File: src/rtl/dmem_access_arbiter.sv
// dmem_access_arbiter: two-port arbiter onto a word-wide data memory with sub-word load extraction and read-modify-write stores.
module dmem_access_arbiter #(
  parameter int DEPTH_WORDS = 1024,
  parameter bit RR_ENABLE = 1'b1
) (
  input  logic        clk,
  input  logic        rst,
  input  logic        req0_valid,
  output logic        req0_ready,
  input  logic        req0_we,
  input  logic [1:0]  req0_size,
  input  logic        req0_unsigned,
  input  logic [31:0] req0_addr,
  input  logic [31:0] req0_wdata,
  input  logic        req1_valid,
  output logic        req1_ready,
  input  logic        req1_we,
  input  logic [1:0]  req1_size,
  input  logic        req1_unsigned,
  input  logic [31:0] req1_addr,
  input  logic [31:0] req1_wdata,
  output logic        rsp0_valid,
  output logic [31:0] rsp0_rdata,
  output logic        rsp0_err,
  output logic        rsp1_valid,
  output logic [31:0] rsp1_rdata,
  output logic        rsp1_err,
  output logic [31:0] mem_addr,
  output logic [31:0] mem_wdata,
  output logic        mem_we,
  input  logic [31:0] mem_rdata
);
  localparam logic [1:0] IDLE = 2'd0, READ = 2'd1, WRITE = 2'd2, RESP = 2'd3;
  logic [1:0] state, size, a_size;
  logic last, port, we, uns, err;
  logic [31:0] addr, wdata, word, a_addr, a_wdata, lane, mask, merged, loaded;
  logic g0, g1, acc, a_we, a_uns, a_err;
  logic [4:0] sh;
  always_comb begin
    g1 = req1_valid && (!req0_valid || (RR_ENABLE && !last));
    g0 = req0_valid && !g1;
    req0_ready = state == IDLE && !rst && g0;
    req1_ready = state == IDLE && !rst && g1;
    acc = req0_ready || req1_ready;
    a_we = g1 ? req1_we : req0_we;
    a_size = g1 ? req1_size : req0_size;
    a_uns = g1 ? req1_unsigned : req0_unsigned;
    a_addr = g1 ? req1_addr : req0_addr;
    a_wdata = g1 ? req1_wdata : req0_wdata;
    a_err = a_size == 2'b11 || (a_size == 2'b01 && a_addr[0]) ||
            (a_size == 2'b10 && a_addr[1:0] != 2'b00) ||
            {2'b00, a_addr[31:2]} >= 32'(DEPTH_WORDS);
    sh = {addr[1:0], 3'b000};
    lane = mem_rdata >> sh;
    mask = size == 2'b00 ? 32'hFF << sh : size == 2'b01 ? 32'hFFFF << sh : 32'hFFFF_FFFF;
    merged = (mem_rdata & ~mask) | ((wdata << sh) & mask);
    loaded = size == 2'b00 ? {{24{!uns && lane[7]}}, lane[7:0]} :
             size == 2'b01 ? {{16{!uns && lane[15]}}, lane[15:0]} : lane;
    mem_we = state == WRITE;
    mem_wdata = mem_we ? word : 32'h0;
    rsp0_valid = state == RESP && !port;
    rsp1_valid = state == RESP && port;
    rsp0_err = rsp0_valid && err;
    rsp1_err = rsp1_valid && err;
    rsp0_rdata = rsp0_valid && !we ? word : 32'h0;
    rsp1_rdata = rsp1_valid && !we ? word : 32'h0;
  end
  // Errors still pass through READ (without touching memory) so every non-store response lands two cycles after accept
  always_ff @(posedge clk) begin
    if (rst) begin
      state <= IDLE;
      last <= 1'b1;
      port <= 1'b0;
      we <= 1'b0;
      size <= 2'b00;
      uns <= 1'b0;
      err <= 1'b0;
      addr <= 32'h0;
      wdata <= 32'h0;
      word <= 32'h0;
      mem_addr <= 32'h0;
    end else if (state == IDLE) begin
      if (acc) begin
        port <= g1;
        last <= g1;
        we <= a_we;
        size <= a_size;
        uns <= a_uns;
        addr <= a_addr;
        wdata <= a_wdata;
        err <= a_err;
        word <= a_err ? 32'h0 : a_wdata;
        if (!a_err) mem_addr <= {a_addr[31:2], 2'b00};
        state <= (a_err || !a_we || a_size != 2'b10) ? READ : WRITE;
      end
    end else if (state == READ) begin
      word <= err ? 32'h0 : we ? merged : loaded;
      state <= (we && !err) ? WRITE : RESP;
    end else begin
      state <= state == WRITE ? RESP : IDLE;
    end
  end
endmodule

File: config.mk
export PLATFORM = sky130hd
export DESIGN_NAME = dmem_access_arbiter
export DESIGN_NICKNAME = d
export VERILOG_FILES = /design/src/rtl/dmem_access_arbiter.sv
export SDC_FILE = /design/constraint.sdc
export NUM_CORES = 1
export LEC_CHECK = 0
export ABC_AREA = 1
export ABC_CLOCK_PERIOD_IN_PS = 2600
export BUFFER_PORTS_ARGS = -buffer_cell sky130_fd_sc_hd__buf_2
export CAP_MARGIN = 15
export CORE_MARGIN = 5
export CORE_UTILIZATION = 50
export CTS_CLUSTER_SIZE = 10
export DETAILED_ROUTE_END_ITERATION = 10
export GPL_TIMING_DRIVEN = 1
export PLACE_DENSITY_LB_ADDON = 0.05
export SLEW_MARGIN = 5
export SYNTH_ARGS = -nofsm -noshare
export SYNTH_HDL_FRONTEND = slang
export SYNTH_SLANG_ARGS = --single-unit
File: constraint.sdc
create_clock -name clk -period 2.6 [get_ports clk]
set_input_delay 0.26 -clock clk [delete_from_list [all_inputs] [get_ports clk]]
set_output_delay 0.26 -clock clk [all_outputs]
set_load 0.02 [all_outputs]
==> results of run 1 <==
per-layer routing:
layer / routed length (um) / share of wire (%) / global-route usage (%) / up-vias
li1: - / - / - / 4824
met1: 11600 / 39 / 40.1 / 4307
met5: 0 / 0 / 0 / -
met3: 2520 / 8.5 / 5.51 / 77
met2: 14300 / 48 / 53.5 / 466
met4: 1350 / 4.5 / 13.3 / 0
cell usage in the layout, fill, tap and decap left out, types with 3 or more instances in the layout:
cell	count
nand2_1	386
buf_2	304
o21ai_0	171
inv_1	141
nor2_1	141
a21oi_1	126
dfxtp_1	104
nand3_1	94
buf_4	36
nand3b_1	20
or2_2	17
clkbuf_16	9
ha_1	8
and2_1	7
inv_2	6
mux2i_1	6
a31oi_1	5
nor3_1	4
a211oi_1	4
clkinv_8	3
sequential cells by signal, summed over array words and instances, names as in the netlist:
| name | flops |
|---|---|
| state | 2 |
| port | 1 |
| we | 1 |
| mem_addr | 30 |
| last | 1 |
| err | 1 |
| uns | 1 |
| addr | 2 |
| size | 2 |
| wdata | 32 |
| word | 32 |
report_power, final:
part	switching [uW]	total (uW)	internal (uW)
logic	2310	3360	1050
clock network	709	1410	700
registers	261	2180	1920
total	3280	6950	3660
through the flow:
stage / power, uW / worst slack [ns] / cells / hold slack [ns] / cell area [um^2]
5_1_grt: 7420 / 0.0809 / 1806 / 0.194 / 9630
2_1_floorplan: 4370 / 0.343 / 1363 / 0.421 / 7710
6_report: 6950 / 0.341 / 1806 / 0.186 / 9630
3_5_place_dp: 5490 / 0.319 / 1790 / 0.426 / 9310
4_1_cts: 6900 / 0.337 / 1806 / 0.180 / 9630
3_3_place_gp: 5460 / 0.336 / 1790 / 0.427 / 9310
synth_stat cells, drive strengths merged (2+ instances only):
master	count
nand2	388
o21ai	175
inv	147
nor2	145
a21oi	126
dfxtp	105
nand3	94
clkbuf	67
buf	34
nand3b	20
or2	17
ha	8
and2	7
mux2i	6
a31oi	5
nor3	5
a211oi	4
clkinv	2
o31ai	2
layout make-up:
cell class / instances / area [um^2]
Timing Repair Buffer: 340 / 1790
Fill cell: 1584 / 5520
Sequential cell: 105 / 2100
Inverter: 149 / 559
Clock buffer: 9 / 225
Tap cell: 188 / 235
Clock inverter: 7 / 93.8
Multi-Input combinational cell: 1008 / 4620
worst paths after layout:
kind | to | slack (ns) | cells past startpoint
max | word[4] | 0.34 | 7
max reg2reg | word[4] | 0.34 | 7
min reg2reg | mem_addr[26] | 0.44 | 2
min | mem_addr[2] | 0.19 | 3
worst max-delay path, stage by stage (launching register included):
cell	delay, ns
dfxtp_2	0.43
buf_4	0.50
o21ai_0	0.23
o21ai_0	0.19
a21oi_1	0.06
nor3_1	0.52
nor2_1	0.10
a21oi_1	0.15
logic make-up (layout without fill, tap and decap cells):
kind of cell,count (synthesis),count (layout),share of synthesized area [%]
AO/OA/AOI/OAI,314,314,20.8
other,1,2,0.0487
buffers and inverters,250,505,12.9
multiplexers,6,6,0.779
adder cells (fa/ha/maj),8,8,1.30
flip-flops,105,105,27.3
AND/OR/NAND/NOR,678,678,36.9
==> results.sh, run 1 <==
export IMPL_wl_um=29700
export IMPL_grt_overflow=0
export IMPL_startpoint="addr[0]"
export IMPL_yosys_area_top_type="dfxtp_1"
export IMPL_worstHoldPathType="in2reg"
export IMPL_fp_dieArea_um2=18000
export IMPL_clock_sinks=105
export IMPL_r2r_start="addr[0]"
export IMPL_syn_inst=1362
export IMPL_final_nets=1793
export IMPL_post_route_period_util_pct=86.9
export IMPL_h_tree_depth=3
export IMPL_setup_tns_ns=0
export IMPL_seq_area_frac_synth_pct=27.3
export IMPL_tightest_slew_ns=0.663
export IMPL_rsz0062_at_grt="no"
export IMPL_synthFlopType="dfxtp_1"
export IMPL_syn2layout_area_growth_pct=24.9
export IMPL_synth_area_leaders="dfxtp_1 (27%), nand2_1 (19%), o21ai_0 (11%), a21oi_1 (8.2%), inv_1 (6.9%)"
export IMPL_ys_warn_count=0
export IMPL_netlist_cell_type_count=35
export IMPL_clk_latency_ns=0.35
export IMPL_numPortBuffers=304
export IMPL_drc=0
export IMPL_cts_root_buffer="clkbuf_16"
export IMPL_cp_arrival_ns=2.54
export IMPL_avgSynthCellArea_um2=5.66
export IMPL_final_setup_viol_count=0
export IMPL_start_kind="flop"
export IMPL_cts_buffers=9
export IMPL_async_flop_share_pct=0
export IMPL_max_slew_margin_rel_pct=55.8
export IMPL_core_area_um2=15100
export IMPL_gp_congestion=1.01
export IMPL_grt_max_degree=75
export IMPL_antenna_cells=0
export IMPL_fin_crit_ns=2.26
export IMPL_cellPowerDensity_nw_per_um2=722
export IMPL_post_cts_buffers=0
export IMPL_crit_fanout=64
export IMPL_maxCapViolCount=0
export IMPL_grt_use_total_pct=31.7
export IMPL_die_w_um=134
export IMPL_utilization_pct=63.6
export IMPL_drive_above_1_share_pct=24.0
export IMPL_clock_skew_final_ns=0.00842
export IMPL_crit_type="reg2reg"
export IMPL_drt_initial_drc_count=935
export IMPL_syn_cell_area_um2=7710
export IMPL_cts_resized=0
export IMPL_cts_tree="yes"
export IMPL_worstPathRequired_ns=2.89
export IMPL_peakVddDrop_uv=448
export IMPL_num_vias=9674
export IMPL_rows=45
export IMPL_clk_pin_slew_ns=0.08
export IMPL_synth_top_area_share_pct=27.3
export IMPL_antenna_found_initial=0
export IMPL_viasPerCell=5.36
export IMPL_avgRoutedWirePerCell_um=16.5
export IMPL_start_util_pct=50.9
export IMPL_status="finished, final reports clean"
export IMPL_ctsHoldBuffers=0
export IMPL_holdCritStartpoint="req0_addr[2]"
export IMPL_pin_count=307
export IMPL_dieHeight_um=134
export IMPL_antenna_left=0
export IMPL_synth_edf_count=0
export IMPL_grt_pass1_wl_um=46100
export IMPL_grt_pass1_vias=8767
export IMPL_slew_viol_final=0
export IMPL_p_leak_uw=0.00522
export IMPL_finalHoldViolCount=0
export IMPL_worstSetupEndpointType="flop"
export IMPL_drtPass1Iterations=8
export IMPL_dp_hpwl_um=23200
export IMPL_fmax_ghz=0.443
export IMPL_clockBufferDepth=2
export IMPL_synth_seq_cells=105
Power figures use the tool's default switching activity.
==> run 2: changes to the inputs <==
CELL_PAD_IN_SITES_DETAIL_PLACEMENT = 1   (was unset)
CELL_PAD_IN_SITES_GLOBAL_PLACEMENT = 1   (was unset)
CORE_UTILIZATION = 32   (was 50)
==> run 2 against run 1 <==
  * Clock power fell by 3%
  * Sequential power barely moved
  * Die area rose by 52%
  * Via count fell by 1.3%
  * Fmax fell by 3.2%
  * Cell count rose by 7.3%
  * Setup slack got worse by 0.074 ns
  * Clock-buffer cell count did not move
  * Wire length rose by 16%
  * Design area rose by 2.1%
  * Critical path type is now reg2out
  * Largest power group unchanged
==> results.sh, run 2 (synthesis gave the netlist of run 1 again) <==
export IMPL_status="finished, final reports clean"
export IMPL_numPortBuffers=304
export IMPL_cp_slowest_cell="clkinv_1"
export IMPL_crit_fanout=32
export IMPL_p_int_uw=3720
export IMPL_rows=56
export IMPL_power_total_uw=7090
export IMPL_fin_crit_ns=2.33
export IMPL_final_common_cell="nand2_1"
export IMPL_worstHoldPathType="in2reg"
export IMPL_clk_latency_ns=0.36
export IMPL_start_util_pct=32.6
export IMPL_grt_max_degree=85
export IMPL_final_nets=1794
export IMPL_cellPowerDensity_nw_per_um2=722
export IMPL_start_kind="flop"
export IMPL_layout_common_cells="nand2_1 (386), buf_2 (304), o21ai_0 (171)"
export IMPL_drc=0
export IMPL_max_slew_margin_rel_pct=55.5
export IMPL_p_sw_share_pct=47.5
export IMPL_path_cells="clkinv_1, nand2_1, buf_4, nor2_1, buf_2"
export IMPL_drtPass1Iterations=4
export IMPL_fill_cells=3376
export IMPL_final_setup_viol_count=0
export IMPL_gp_congestion=0.889
export IMPL_wl_um=34500
export IMPL_drive_above_1_share_pct=24.1
export IMPL_crit_type="reg2out"
export IMPL_ctsHoldBuffers=0
export IMPL_worstPathRequired_ns=2.34
export IMPL_antenna_cells=0
export IMPL_p_leak_uw=0.00522
export IMPL_clk_pin_slew_ns=0.08
export IMPL_grt_overflow=0
export IMPL_switchingPower_uw=3370
export IMPL_fmax_ghz=0.429
export IMPL_tightest_slew_ns=0.668
export IMPL_drt_initial_drc_count=508
export IMPL_clock_skew_final_ns=0.00836
export IMPL_num_vias=9548
export IMPL_cts_root_buffer="clkbuf_16"
export IMPL_cts_buffers=9
export IMPL_hold_worst_slack_ns=0.188
export IMPL_pin_count=307
export IMPL_pwr_share_comb_pct=49.9
export IMPL_post_route_period_util_pct=89.7
export IMPL_grt_pass1_vias=9405
export IMPL_dieHeight_um=165
export IMPL_viasPerCell=4.93
export IMPL_core_area_um2=23600
export IMPL_pwr_share_seq_pct=30.8
export IMPL_dp_hpwl_um=27400
export IMPL_syn2layout_area_growth_pct=27.5
export IMPL_cp_arrival_ns=2.07
export IMPL_max_stage_delay_ns=0.52
export IMPL_avgRoutedWirePerCell_um=17.8
export IMPL_clock_sinks=105
export IMPL_setup_tns_ns=0
export IMPL_clockBufferDepth=2
export IMPL_post_cts_buffers=0
export IMPL_rsz0062_at_grt="no"
export IMPL_die_w_um=165
export IMPL_cts_resized=0
export IMPL_maxCapViolCount=0
export IMPL_antenna_left=0
export IMPL_h_tree_depth=3
export IMPL_p_clk_share_pct=19.4
export IMPL_finalHoldViolCount=0
export IMPL_slew_viol_final=0
export IMPL_cts_tree="yes"
export IMPL_grt_pass1_wl_um=51100
export IMPL_fp_dieArea_um2=27300
export IMPL_grt_use_total_pct=24.0
export IMPL_antenna_found_initial=0
export IMPL_reg_top3="wdata (32), word (32), mem_addr (30)"
export IMPL_peakVddDrop_uv=389
export IMPL_worstSetupEndpointType="output pin"
-- run 2: final timing paths --
path	from	endpoint	slack (ns)	cells after the start
max	we	rsp0_rdata[19]	0.27	5
min	req1_unsigned	uns	0.19	3
max reg2reg	last	word[31]	0.28	12
min reg2reg	mem_addr[25]	mem_addr[25]	0.44	2
-- run 2: critical path: cells and delay by family, from the launching register on --
kind	cells	cell delay, ns
buf+inv	3	1.04
flops	1	0.34
simple gates	2	0.31
-- run 2: power by group through the flow --
stage	Clock [uW]	Sequential (uW)	Combinational, uW
floorplan	0	2090	2280
global placement	0	2210	3490
detailed placement	0	2210	3540
CTS	1410	2180	3560
global route	1460	2210	3930
finish	1370	2180	3540
-- run 2: layer usage --
layer / vias up / track usage (%) / wire, um
li1: 4820 / - / -
met1: 4432 / 28.7 / 14400
met2: 268 / 44.4 / 17500
met3: 28 / 4.57 / 1970
met4: 0 / 5.03 / 550
met5: - / 0 / 0
-- run 2: metrics by stage --
| stage | utilization [%] | setup slack [ns] | std cells | cell area, um^2 |
|---|---|---|---|---|
| after detailed placement | 40.4 | 0.231 | 1922 | 9530 |
| after floorplan | - | 0.343 | 1363 | 7710 |
| after CTS | 41.6 | 0.252 | 1938 | 9830 |
| final | 41.6 | 0.267 | 1938 | 9830 |
| after global routing | 41.6 | 0.0635 | 1938 | 9830 |
| after global placement | 40.4 | 0.320 | 1922 | 9530 |
-- run 2: area by class of cell --
type                            instances  area [um^2]  area share (%)
Sequential cell                       105         2100            21.4
Clock inverter                          7         72.6           0.739
Tap cell                              319          399            4.06
Multi-Input combinational cell       1008         4620            47.0
Timing Repair Buffer                  341         1850            18.8
Inverter                              149          559            5.69
Clock buffer                            9          225            2.29
==> run 3: changes to the inputs <==
HOLD_SLACK_MARGIN = 0.08   (was unset)
MAX_ROUTING_LAYER = met4   (was unset)
==> run 3 against run 2 <==
  * Critical path depth stayed put
  * Via count is 0.43% lower
  * Flip-flop and latch count stayed put
  * Critical endpoint unchanged
==> results.sh, run 3 (synthesis gave the netlist of run 1 again) <==
export IMPL_post_route_period_util_pct=90.1
export IMPL_dp_hpwl_um=27400
export IMPL_ff_latch_area_um2=2100
export IMPL_status="finished, final reports clean"
export IMPL_num_vias=9507
export IMPL_clock_skew_final_ns=0.00881
export IMPL_ctsHoldBuffers=0
export IMPL_avgRoutedWirePerCell_um=17.8
export IMPL_cellPowerDensity_nw_per_um2=721
export IMPL_max_slew_margin_rel_pct=55.9
export IMPL_dieHeight_um=165
export IMPL_clockBufferDepth=2
export IMPL_grt_max_degree=85
export IMPL_reg_top3="wdata (32), word (32), mem_addr (30)"
export IMPL_drtPass1Iterations=4
export IMPL_drt_initial_drc_count=483
export IMPL_worstSetupEndpointType="output pin"
export IMPL_rsz0062_at_grt="no"
export IMPL_post_cts_buffers=0
export IMPL_clk_latency_ns=0.36
export IMPL_power_total_uw=7090
export IMPL_fp_dieArea_um2=27300
export IMPL_wl_um=34400
export IMPL_fin_crit_ns=2.34
export IMPL_slew_viol_final=0
export IMPL_final_setup_viol_count=0
export IMPL_antenna_left=0
export IMPL_placed_area_um2=9530
export IMPL_tightest_slew_ns=0.661
export IMPL_finalHoldViolCount=0
export IMPL_maxCapViolCount=0
export IMPL_grt_use_total_pct=24.6
export IMPL_syn2layout_area_growth_pct=27.5
export IMPL_grt_pass1_wl_um=50900
export IMPL_final_cells=1938
export IMPL_gp_congestion=0.904
export IMPL_die_w_um=165
export IMPL_p_leak_uw=0.00522
export IMPL_max_stage_delay_ns=0.52
export IMPL_place_inst=1922
export IMPL_cp_slowest_cell="clkinv_1"
export IMPL_crit_type="reg2out"
export IMPL_post_route_cell_area_um2=9830
export IMPL_cts_tree="yes"
export IMPL_grt_pass1_vias=9436
export IMPL_multi_input_area_um2=4620
export IMPL_clk_pin_slew_ns=0.08
export IMPL_antenna_cells=0
export IMPL_crit_fanout=32
export IMPL_core_area_um2=23600
export IMPL_final_common_cell="nand2_1"
export IMPL_worstHoldPathType="in2reg"
export IMPL_cts_root_buffer="clkbuf_16"
export IMPL_peakVddDrop_uv=389
export IMPL_clock_sinks=105
export IMPL_viasPerCell=4.91
export IMPL_setup_tns_ns=0
export IMPL_fmax_ghz=0.427
export IMPL_numPortBuffers=304
export IMPL_drive_above_1_share_pct=24.1
export IMPL_start_kind="flop"
export IMPL_pin_count=307
export IMPL_fill_cells=3376
export IMPL_drc=0
export IMPL_final_nets=1794
export IMPL_start_util_pct=32.6
export IMPL_antenna_found_initial=0
export IMPL_cts_resized=0
export IMPL_cts_buffers=9
export IMPL_layout_common_cells="nand2_1 (386), buf_2 (304), o21ai_0 (171)"
export IMPL_h_tree_depth=3
export IMPL_cp_arrival_ns=2.08
export IMPL_path_cells="clkinv_1, nand2_1, buf_4, nor2_1, buf_2"
export IMPL_rows=56
export IMPL_grt_overflow=0
export IMPL_worstPathRequired_ns=2.34
## run 3: final cells by class
type / instances / share of cell area, %
flip-flops and latches: 105 / 21.4
clock inverters: 7 / 0.739
multi-input cells: 1008 / 47.0
well taps: 319 / 4.06
repair buffers: 341 / 18.8
inverters: 149 / 5.69
clock buffers: 9 / 2.29
## run 3: routing by layer
metal | vias to the layer above | routed length (um) | track usage (%)
met4 | 0 | 560 | 5.10
met1 | 4413 | 14600 | 28.7
li1 | 4817 | - | -
met5 | - | 0 | -
met2 | 248 | 17500 | 44.5
met3 | 29 | 1750 | 4.32
## run 3: per-stage QoR
| stage | util (%) | hold WS [ns] | setup slack [ns] |
|---|---|---|---|
| 2_1_floorplan | - | 0.421 | 0.343 |
| 3_3_place_gp | 40.4 | 0.424 | 0.320 |
| 3_5_place_dp | 40.4 | 0.427 | 0.231 |
| 4_1_cts | 41.6 | 0.169 | 0.252 |
| 5_1_grt | 41.6 | 0.186 | 0.0635 |
| 6_report | 41.6 | 0.189 | 0.259 |
## run 3: worst max-delay path: cells and delay by family (launching register included)
kind,cells,cell delay [ns]
AND/OR/NAND/NOR,2,0.32
flip-flops,1,0.34
buffers and inverters,3,1.04
## run 3: report_power, final
part           leakage (uW)  switching (uW)  internal, uW
logic               0.00422            2410          1130
registers          0.000860             266          1920
clock network      0.000143             686           681
## run 3: path summary, 6_finish.rpt
path,to,from,depth (start not counted),slack (ns)
setup / recovery,rsp0_rdata[19],we,5,0.26
setup reg to reg,word[10],last,12,0.28
hold reg to reg,mem_addr[25],mem_addr[25],2,0.44
hold / removal,uns,req1_unsigned,3,0.19
